## src/rtl/button_event_ctrl.sv

```systemverilog
// Debounced push-button controller: 2-flop sync, per-button debounce FSM, sticky press events, maskable irq.
// Read data and irq are registered (1 cycle); the bus is always ready, so there is no backpressure.
module button_event_ctrl #(
    parameter int DEB_CYCLES = 1000000,
    parameter int CNT_W      = 20
) (
    input  logic        clk,
    input  logic        rst,
    input  logic [11:0] addr,
    input  logic        we,
    input  logic [31:0] wdata,
    input  logic [4:0]  button,
    output logic [31:0] rdata,
    output logic        irq
);

    localparam logic [11:0]      ADDR_LEVEL = 12'h078;
    localparam logic [11:0]      ADDR_PEND  = 12'h07C;
    localparam logic [11:0]      ADDR_MASK  = 12'h080;
    localparam logic [CNT_W-1:0] CNT_LAST   = CNT_W'(DEB_CYCLES - 1);
    localparam logic [CNT_W-1:0] CNT_ONE    = CNT_W'(1);

    typedef enum logic {IDLE, CHANGING} state_t;

    logic [4:0]       sync_a;
    logic [4:0]       sync;
    state_t           state_q [5];
    state_t           state_d [5];
    logic [CNT_W-1:0] cnt_q [5];
    logic [CNT_W-1:0] cnt_d [5];
    logic [4:0]       stable_q;
    logic [4:0]       stable_d;
    logic [4:0]       rise;
    logic [4:0]       pending_q;
    logic [4:0]       pending_d;
    logic [4:0]       mask_q;
    logic [4:0]       clr;
    logic             wdata_unused;

    assign wdata_unused = ^wdata[31:5];

    always_ff @(posedge clk or posedge rst) begin
        if (rst) begin
            sync_a <= '0;
            sync   <= '0;
        end else begin
            sync_a <= button;
            sync   <= sync_a;
        end
    end

    always_ff @(posedge clk or posedge rst) begin
        if (rst) begin
            for (int i = 0; i < 5; i++) begin
                state_q[i] <= IDLE;
                cnt_q[i]   <= '0;
            end
        end else begin
            for (int i = 0; i < 5; i++) begin
                state_q[i] <= state_d[i];
                cnt_q[i]   <= cnt_d[i];
            end
        end
    end

    // The counter holds how many consecutive cycles sync has differed from stable.
    always_comb begin
        stable_d = stable_q;
        rise     = '0;
        for (int i = 0; i < 5; i++) begin
            state_d[i] = state_q[i];
            cnt_d[i]   = cnt_q[i];
            case (state_q[i])
                IDLE: begin
                    if (sync[i] != stable_q[i]) begin
                        state_d[i] = CHANGING;
                        cnt_d[i]   = CNT_ONE;
                    end else begin
                        cnt_d[i] = '0;
                    end
                end
                CHANGING: begin
                    if (sync[i] == stable_q[i]) begin
                        state_d[i] = IDLE;
                        cnt_d[i]   = '0;
                    end else if (cnt_q[i] == CNT_LAST) begin
                        state_d[i]  = IDLE;
                        cnt_d[i]    = '0;
                        stable_d[i] = sync[i];
                        rise[i]     = sync[i];
                    end else begin
                        cnt_d[i] = cnt_q[i] + CNT_ONE;
                    end
                end
            endcase
        end
    end

    // A new event beats a simultaneous write-one-to-clear on the same bit.
    assign clr       = (we && addr == ADDR_PEND) ? wdata[4:0] : 5'b0;
    assign pending_d = (pending_q & ~clr) | rise;

    always_ff @(posedge clk or posedge rst) begin
        if (rst) begin
            stable_q  <= '0;
            pending_q <= '0;
            mask_q    <= '0;
            rdata     <= '0;
            irq       <= 1'b0;
        end else begin
            stable_q  <= stable_d;
            pending_q <= pending_d;
            if (we && addr == ADDR_MASK) begin
                mask_q <= wdata[4:0];
            end
            irq <= |(pending_q & mask_q);
            case (addr)
                ADDR_LEVEL: rdata <= {27'b0, stable_q};
                ADDR_PEND:  rdata <= {27'b0, pending_q};
                ADDR_MASK:  rdata <= {27'b0, mask_q};
                default:    rdata <= '0;
            endcase
        end
    end

endmodule
```

## config.mk

```make
export PLATFORM = sky130hd
export DESIGN_NAME = button_event_ctrl
export DESIGN_NICKNAME = d
export VERILOG_FILES = /design/src/rtl/button_event_ctrl.sv
export SDC_FILE = /design/constraint.sdc
export NUM_CORES = 1
export LEC_CHECK = 0
export ABC_CLOCK_PERIOD_IN_PS = 5200
export CAP_MARGIN = 20
export CORE_MARGIN = 1
export CORE_UTILIZATION = 56
export CTS_BUF_LIST = sky130_fd_sc_hd__clkbuf_16
export DETAILED_ROUTE_END_ITERATION = 6
export PLACE_DENSITY = 0.8
export REMOVE_ABC_BUFFERS = 1
export SYNTH_ARGS = -nofsm -noshare
export SYNTH_HDL_FRONTEND = slang
export SYNTH_SLANG_ARGS = --single-unit
```

## constraint.sdc

```tcl
create_clock -name clk -period 5.2 [get_ports clk]
set_clock_uncertainty 0.05 [all_clocks]
set_input_delay 0.78 -clock clk [delete_from_list [all_inputs] [get_ports clk]]
set_output_delay 0.78 -clock clk [all_outputs]
set_load 0.1 [all_outputs]
```

==> results of run 1 <==
## through the flow
step                      setup slack [ns]    util  instance area [µm²]  power, mW  instances
after floorplan                     0.7305       -                 6578      1.229        651
after global placement               2.110  0.6091                 7074      1.264        826
after detailed placement             2.066  0.6101                 7086      1.268        827
after CTS                            2.414  0.6647                 7720      2.559        859
after global routing                 2.409  0.6671                 7747      2.621        860
final                                2.425  0.6671                 7747      2.538        860
## layout make-up
| cell class | instances | area (µm²) |
|---|---|---|
| well taps | 143 | 178.9 |
| multi-input cells | 492 | 3088 |
| clock buffers | 17 | 425.4 |
| repair buffers | 34 | 354.1 |
| fillers | 864 | 3866 |
| inverters | 23 | 88.84 |
| flip-flops and latches | 136 | 3403 |
| clock inverters | 15 | 209.0 |
## metal layers
metal | up-vias | GRT usage | routed length [µm]
met1 | 2436 | 0.2811 | 5783
met5 | - | 0 | 0
met4 | 0 | 0.08444 | 134
met3 | 12 | 0.05940 | 501
li1 | 2414 | - | -
met2 | 106 | 0.3913 | 6739
## power by group
group / total (mW) / internal (mW) / switching (mW)
logic: 0.170 / 0.0342 / 0.136
clock network: 1.29 / 0.844 / 0.442
registers: 1.08 / 1.07 / 0.0106
## cell usage after synthesis, types with 4 or more instances
cell,n,share of area
sky130_fd_sc_hd__nor2_1,82,0.045
sky130_fd_sc_hd__nand2_1,41,0.023
sky130_fd_sc_hd__or4_1,21,0.023
sky130_fd_sc_hd__nand3_1,37,0.027
sky130_fd_sc_hd__clkbuf_1,10,0.0055
sky130_fd_sc_hd__nor4_1,13,0.012
sky130_fd_sc_hd__mux2i_1,5,0.0074
sky130_fd_sc_hd__nor3_1,11,0.0081
sky130_fd_sc_hd__or2_2,5,0.0046
sky130_fd_sc_hd__buf_4,29,0.032
sky130_fd_sc_hd__nand4_1,24,0.022
sky130_fd_sc_hd__inv_1,23,0.013
sky130_fd_sc_hd__mux2_2,11,0.018
sky130_fd_sc_hd__a21oi_1,30,0.022
sky130_fd_sc_hd__xnor2_1,41,0.053
sky130_fd_sc_hd__and4_1,12,0.015
sky130_fd_sc_hd__or3_1,14,0.013
sky130_fd_sc_hd__ha_1,5,0.0092
sky130_fd_sc_hd__o21ai_0,15,0.011
sky130_fd_sc_hd__o21bai_1,4,0.0044
sky130_fd_sc_hd__dfrtp_1,136,0.50
sky130_fd_sc_hd__o31ai_1,18,0.020
sky130_fd_sc_hd__xor2_1,28,0.036
## state kept, by name, summed over array words and instances, names as in the netlist
signal	count
cnt_q	100
irq	1
mask_q	5
pending_q	5
rdata	5
stable_q	5
state_q	5
sync	5
sync_a	5
## cell families (layout without fill, tap and decap cells)
family / after synthesis / after routing / share of synthesized area
simple gates: 291 / 291 / 0.2335
fa+ha+maj: 5 / 5 / 0.009222
other cells: 1 / 27 / 0.0005528
xor+xnor: 69 / 69 / 0.08908
flops: 136 / 136 / 0.5017
buf+inv: 68 / 89 / 0.05754
mux: 16 / 16 / 0.02564
compound gates: 84 / 84 / 0.08281
## final timing paths
check | from | end | slack (ns) | depth (start not counted)
min in group asynchronous | rst | cnt_q[94]$_DFF_PP0_ | 0.61 | 2
setup / recovery | rdata[4]$_DFF_PP0_ | rdata[4] | 2.43 | 1
setup reg to reg | cnt_q[72]$_DFF_PP0_ | cnt_q[72]$_DFF_PP0_ | 2.86 | 4
hold / removal | sync_a[1]$_DFF_PP0_ | sync[1]$_DFF_PP0_ | 0.30 | 0
hold reg to reg | sync_a[1]$_DFF_PP0_ | sync[1]$_DFF_PP0_ | 0.30 | 0
max in group asynchronous | rst | cnt_q[4]$_DFF_PP0_ | 3.49 | 4
==> run summary, run 1 <==
The run finished, with violations left. The final reports fail on DRC. The worst min-delay path category is flip-flop to flip-flop.

TritonCTS built the clock tree. The run gives 0 as the number of antenna violations at the first check in global routing. The run gives 0 as the count of final max-slew check failures. Setup repair after global routing left no endpoint under its margin.

Yosys printed 0 warnings. Entering global routing, the biggest net connects 84 pins. The routed layout has 4968 vias. The die covers 12560 µm².

The cell count after synthesis came out at 670. The number of antenna repair diodes is 0, and the synthesis-stage register bit count is 136. At the end of routability-driven placement, the weighted congestion stood at 0.8803.

The tools report the smallest hold slack as 0.2959 ns. Endpoint class of the critical path: an output port. The delay of the slowest critical-path stage is 1.14 ns. The number of buffers and inverters on the critical path is 1. The final global-route overflow total was 0; the average instance area after synthesis was 10.13 µm². The run gives 0 as the final-report hold violation count.

The share of cells above drive strength 1 is 0.09066, and the final setup TNS is 0 ns. Top flip-flop cell by instance count after synthesis: sky130_fd_sc_hd__dfrtp_1. The clock transition at the registers of the reported paths was 0.06 ns. The number of gates given a new drive strength after cts was 0; the via count of the first global-routing pass was 4917. The worst setup path is launched from a flip-flop. The remaining antenna violation count is 0. Number of hold buffers added after CTS: 0. The final layout contains 761 nets.

Total power per unit cell area: 327.5 nW/µm². The post-detailed-route via-to-cell ratio is 5.777. The sequential cell area fraction in the yosys report is 0.5017, and the clock net sink count is 136. The tools report the first-pass iteration count of the detailed router as 7. Summing every instance area after synthesis gives 6784 µm². The insertion delay to the later sink of the worst-skew pair is 0.42 ns, and the total half-perimeter wirelength after legalization and detailed placement is 8713 µm. The run gives 232.8 µV as the largest vdd supply drop.

Compared with the post-synthesis result, the final layout area differs by 14.20%. Summed over all cells, the static leakage comes to 3.099 nW. STA puts the critical path data required time at 4.37 ns.

Post-CTS timing repair inserted 0 buffers for setup. Height of the die: 112.1 µm. Leaving out fill and tap cells, the most frequent cell in the layout is sky130_fd_sc_hd__dfrtp_1.

The average wire length per cell after detail routing was 15.30 µm; the number of violations reported at the end of detailed-routing iteration 0 was 368. The cell family contributing the most delay on the critical path is buffers and inverters. The fraction of registers with async set or reset after synthesis is 1.000.

Counting the buffers created by CTS gives 17. The setup path with the least slack is of type flip-flop to output port. In this run, synthesis inferred 0 flip-flops with an integrated enable.

The initial core utilization is 0.5841, and the max-slew headroom at the worst pin is 0.3372. The final critical-path share of the clock period was 0.5336. The signal on the critical path passes through clkdlybuf4s50_1. The tools report the combined global-route utilization of all metal layers as 0.2290. At the worst endpoint, the arrival time is 1.94 ns.

Max-cap violations in this run came to 0. The total length of routed wires was 13160 µm; the deepest level of the CTS H-tree was 4. The core area was 11610 µm². The floorplan die width is 112.1 µm, and the transition time of the tightest slew-check pin is 0.9910 ns. The number of failing setup endpoints in the final timing report was 0.

Largest fanout on the critical path: 1. The maximum count of clock buffers along a single path came out at 2. The run gives 22740 µm as the first-pass GRT wire length. CTS root buffer: sky130_fd_sc_hd__clkbuf_16. After detailed routing, the number of remaining DRC violations is 5. The run gives 85 as the I/O pin total.

The distinct cell type count after synthesis was 53. Total of buffers placed on input and output ports: 30. For this design, the slowest cell found on the critical path is sky130_fd_sc_hd__clkdlybuf4s50_1. The top cell types in the final layout, fill and taps aside, are 136 x sky130_fd_sc_hd__dfrtp_1, 82 x sky130_fd_sc_hd__nor2_1, 41 x sky130_fd_sc_hd__nand2_1, 41 x sky130_fd_sc_hd__xnor2_1, 37 x sky130_fd_sc_hd__nand3_1. Static timing analysis puts the maximum clock frequency at 360.4 MHz. The row count is 39, and the minimum clock period is 2.775 ns.
Power figures use the tool's default switching activity.
==> run 2, diff against run 1 <==
ABC_CLOCK_PERIOD_IN_PS = 2500   (was 5200)
CORE_UTILIZATION = 50   (was 56)
PLACE_DENSITY = 0.76   (was 0.8)
clock period = 2.5 ns   (was 5.2 ns; I/O delays follow)
==> run summary, run 2 (synthesis gave the netlist of run 1 again) <==
The run finished with clean final reports. The final-report hold violation count is 0. Setup repair after global routing left no endpoint under its margin. Once detailed placement completed, the half-perimeter wirelength came to 9222 µm. The top cell types in the final layout, fill and taps aside, are 136 x sky130_fd_sc_hd__dfrtp_1, 82 x sky130_fd_sc_hd__nor2_1, 41 x sky130_fd_sc_hd__nand2_1, 41 x sky130_fd_sc_hd__xnor2_1, 37 x sky130_fd_sc_hd__nand3_1. The total of buffers placed on input and output ports is 30. The remaining antenna violation count came out at 0. The logs give 766 for the number of nets in the layout and 0 for the post-CTS repair timing setup buffer count. STA classifies the critical path startpoint as a flip-flop. The worst path meets setup with 0.2375 ns of slack. Hold repair after CTS inserted 0 buffers. Setup violations remaining at the end of the flow were counted as 0. The run gives 0.8274 as the final weighted congestion in routability-driven placement. TritonCTS built the clock tree. The most critical setup path has its endpoint at cnt_q[47]$_DFF_PP0_. Static timing analysis puts the maximum clock frequency at 442.0 MHz. The tools report the smallest hold slack as 0.2684 ns. Combined global-route utilization of all metal layers: 0.2003. The final core utilization is 0.5830. The post-synthesis to final-layout area growth is 13.80%, and the total length of routed wires is 13240 µm. The origin of the worst setup path is cnt_q[55]$_DFF_PP0_. Counting the buffers created by CTS gives 17. The share of cells above drive strength 1 was 0.1014; the logic depth of the worst register-to-register path was 4. The tools report the final instance area as 7720 µm². The critical path data required time was 2.74 ns; the height of the die was 118.5 µm. In this run the worst hold path is classified as input pin to async pin. Adding up every negative setup slack in the final design gives 0 ns. Of all nets on the critical path, the largest fanout is 19.

For this run, the detailed router's first-pass iteration total came to 5. The transition time of the tightest slew-check pin came out at 0.5203 ns. The logs give 0.5123 for the initial core utilization and 0.43 ns for the insertion delay to the later sink of the worst-skew pair.

The post-placement setup slack is -0.1544 ns. Floorplan die width: 118.5 µm. The startpoint identified for the worst register-to-register timing path is cnt_q[55]$_DFF_PP0_. Across all register-to-register paths, the minimum setup slack is 0.24 ns.

Clock-pin slew was measured on the worst setup and hold paths at 0.06 ns. The floorplan step defined a die boundary enclosing 14040 µm². The tools report the CTS root buffer as sky130_fd_sc_hd__clkbuf_16. The tools report the destination of the worst register-to-register timing path as cnt_q[47]$_DFF_PP0_. The worst path in the final design needs a cycle of 2.262 ns, including I/O delays and setup. The final critical-path share of the clock period came out at 0.9050. The routed layout has 5085 vias. For the number of antenna repair diodes, the log shows 0. The critical path class was flip-flop to flip-flop.

The H-tree generated during clock tree synthesis spans 4 levels. The total power was 4.953 mW. For the final global-route overflow total, the log shows 0. Endpoint class of the critical path: a flip-flop.

Once placement completed, the tool counted placed cells totaling 866. The clock drives 136 sinks. The tools report the count of final max-slew check failures as 0. The logs give 0 for the number of gates given a new drive strength after cts and 0.6518 for the max-slew headroom at the worst pin. The floorplan has 42 rows. In this run the static leakage power is 3.081 nW.

Pin placement for this block handled 85 I/O pins. Count of max-cap constraint violations: 0. Once placement finished, the instance area stood at 7178 µm². The total power per unit cell area was 641.6 nW/µm². The library cell used most frequently in the layout, excluding fill and tap cells, is sky130_fd_sc_hd__dfrtp_1.

The first-pass GRT wire length was 22380 µm; the number of violations reported at the end of detailed-routing iteration 0 was 417. After detailed routing, the number of vias per cell comes to 5.675. The run gives 4950 as the via count of the first global-routing pass. The maximum number of pins on one net before global-route repair was 45; the post-route non-filler standard cell count was 896. The flip-flop count of the largest register, all copies and words added is 100, and the core area is 13240 µm². STA puts the critical path data arrival time at 2.50 ns. The number of antenna violations at the first check in global routing was 0; the maximum count of clock buffers along a single path was 2. The average wire length per cell after detail routing is 14.77 µm, and the largest vdd supply drop is 471.8 µV. Counting flops per register, the top entry is cnt_q.

DRC violation count after routing: 0.
-- run 2: cell type report --
class / instances / area, µm²
sequential: 136 / 3403
tap: 176 / 220.2
inverter: 23 / 88.84
timing repair buffer: 39 / 377.9
multi-input combinational: 492 / 3088
fill: 1112 / 5523
clock inverter: 13 / 116.4
clock buffer: 17 / 425.4
-- run 2: power breakdown --
part           switching (mW)  leakage [nW]  internal, mW
registers              0.0217          1.84          2.23
logic                   0.284         0.977        0.0735
clock network           0.919         0.265          1.43
total                    1.22          3.08          3.73
-- run 2: worst min path at each step --
stage                        start                  end  slack (ns)  depth (start not counted)
2_1_floorplan  sync_a[0]$_DFF_PP0_    sync[0]$_DFF_PP0_        0.28                          0
3_3_place_gp   sync_a[1]$_DFF_PP0_    sync[1]$_DFF_PP0_        0.28                          0
3_5_place_dp   sync_a[3]$_DFF_PP0_    sync[3]$_DFF_PP0_        0.29                          0
4_1_cts                        rst  cnt_q[96]$_DFF_PP0_        0.28                          2
5_1_grt                        rst  cnt_q[96]$_DFF_PP0_        0.31                          2
6_report                       rst  cnt_q[79]$_DFF_PP0_        0.27                          2
-- run 2: critical path, stage by stage, from the launching register on --
cell and delay [ns]:
sky130_fd_sc_hd__dfrtp_1 0.41, sky130_fd_sc_hd__or4b_1 0.52, sky130_fd_sc_hd__or4_4 0.57, sky130_fd_sc_hd__o21ai_4 0.45, sky130_fd_sc_hd__nor2_1 0.11
-- run 2: metal layers --
layer | wire length (µm) | part of all wire | track usage | vias up
met5 | 0 | 0 | 0 | -
met4 | 295 | 0.022 | 0.1036 | 0
met3 | 515 | 0.039 | 0.05212 | 23
met2 | 6554 | 0.50 | 0.3246 | 125
met1 | 5872 | 0.44 | 0.2471 | 2520
li1 | - | - | - | 2417
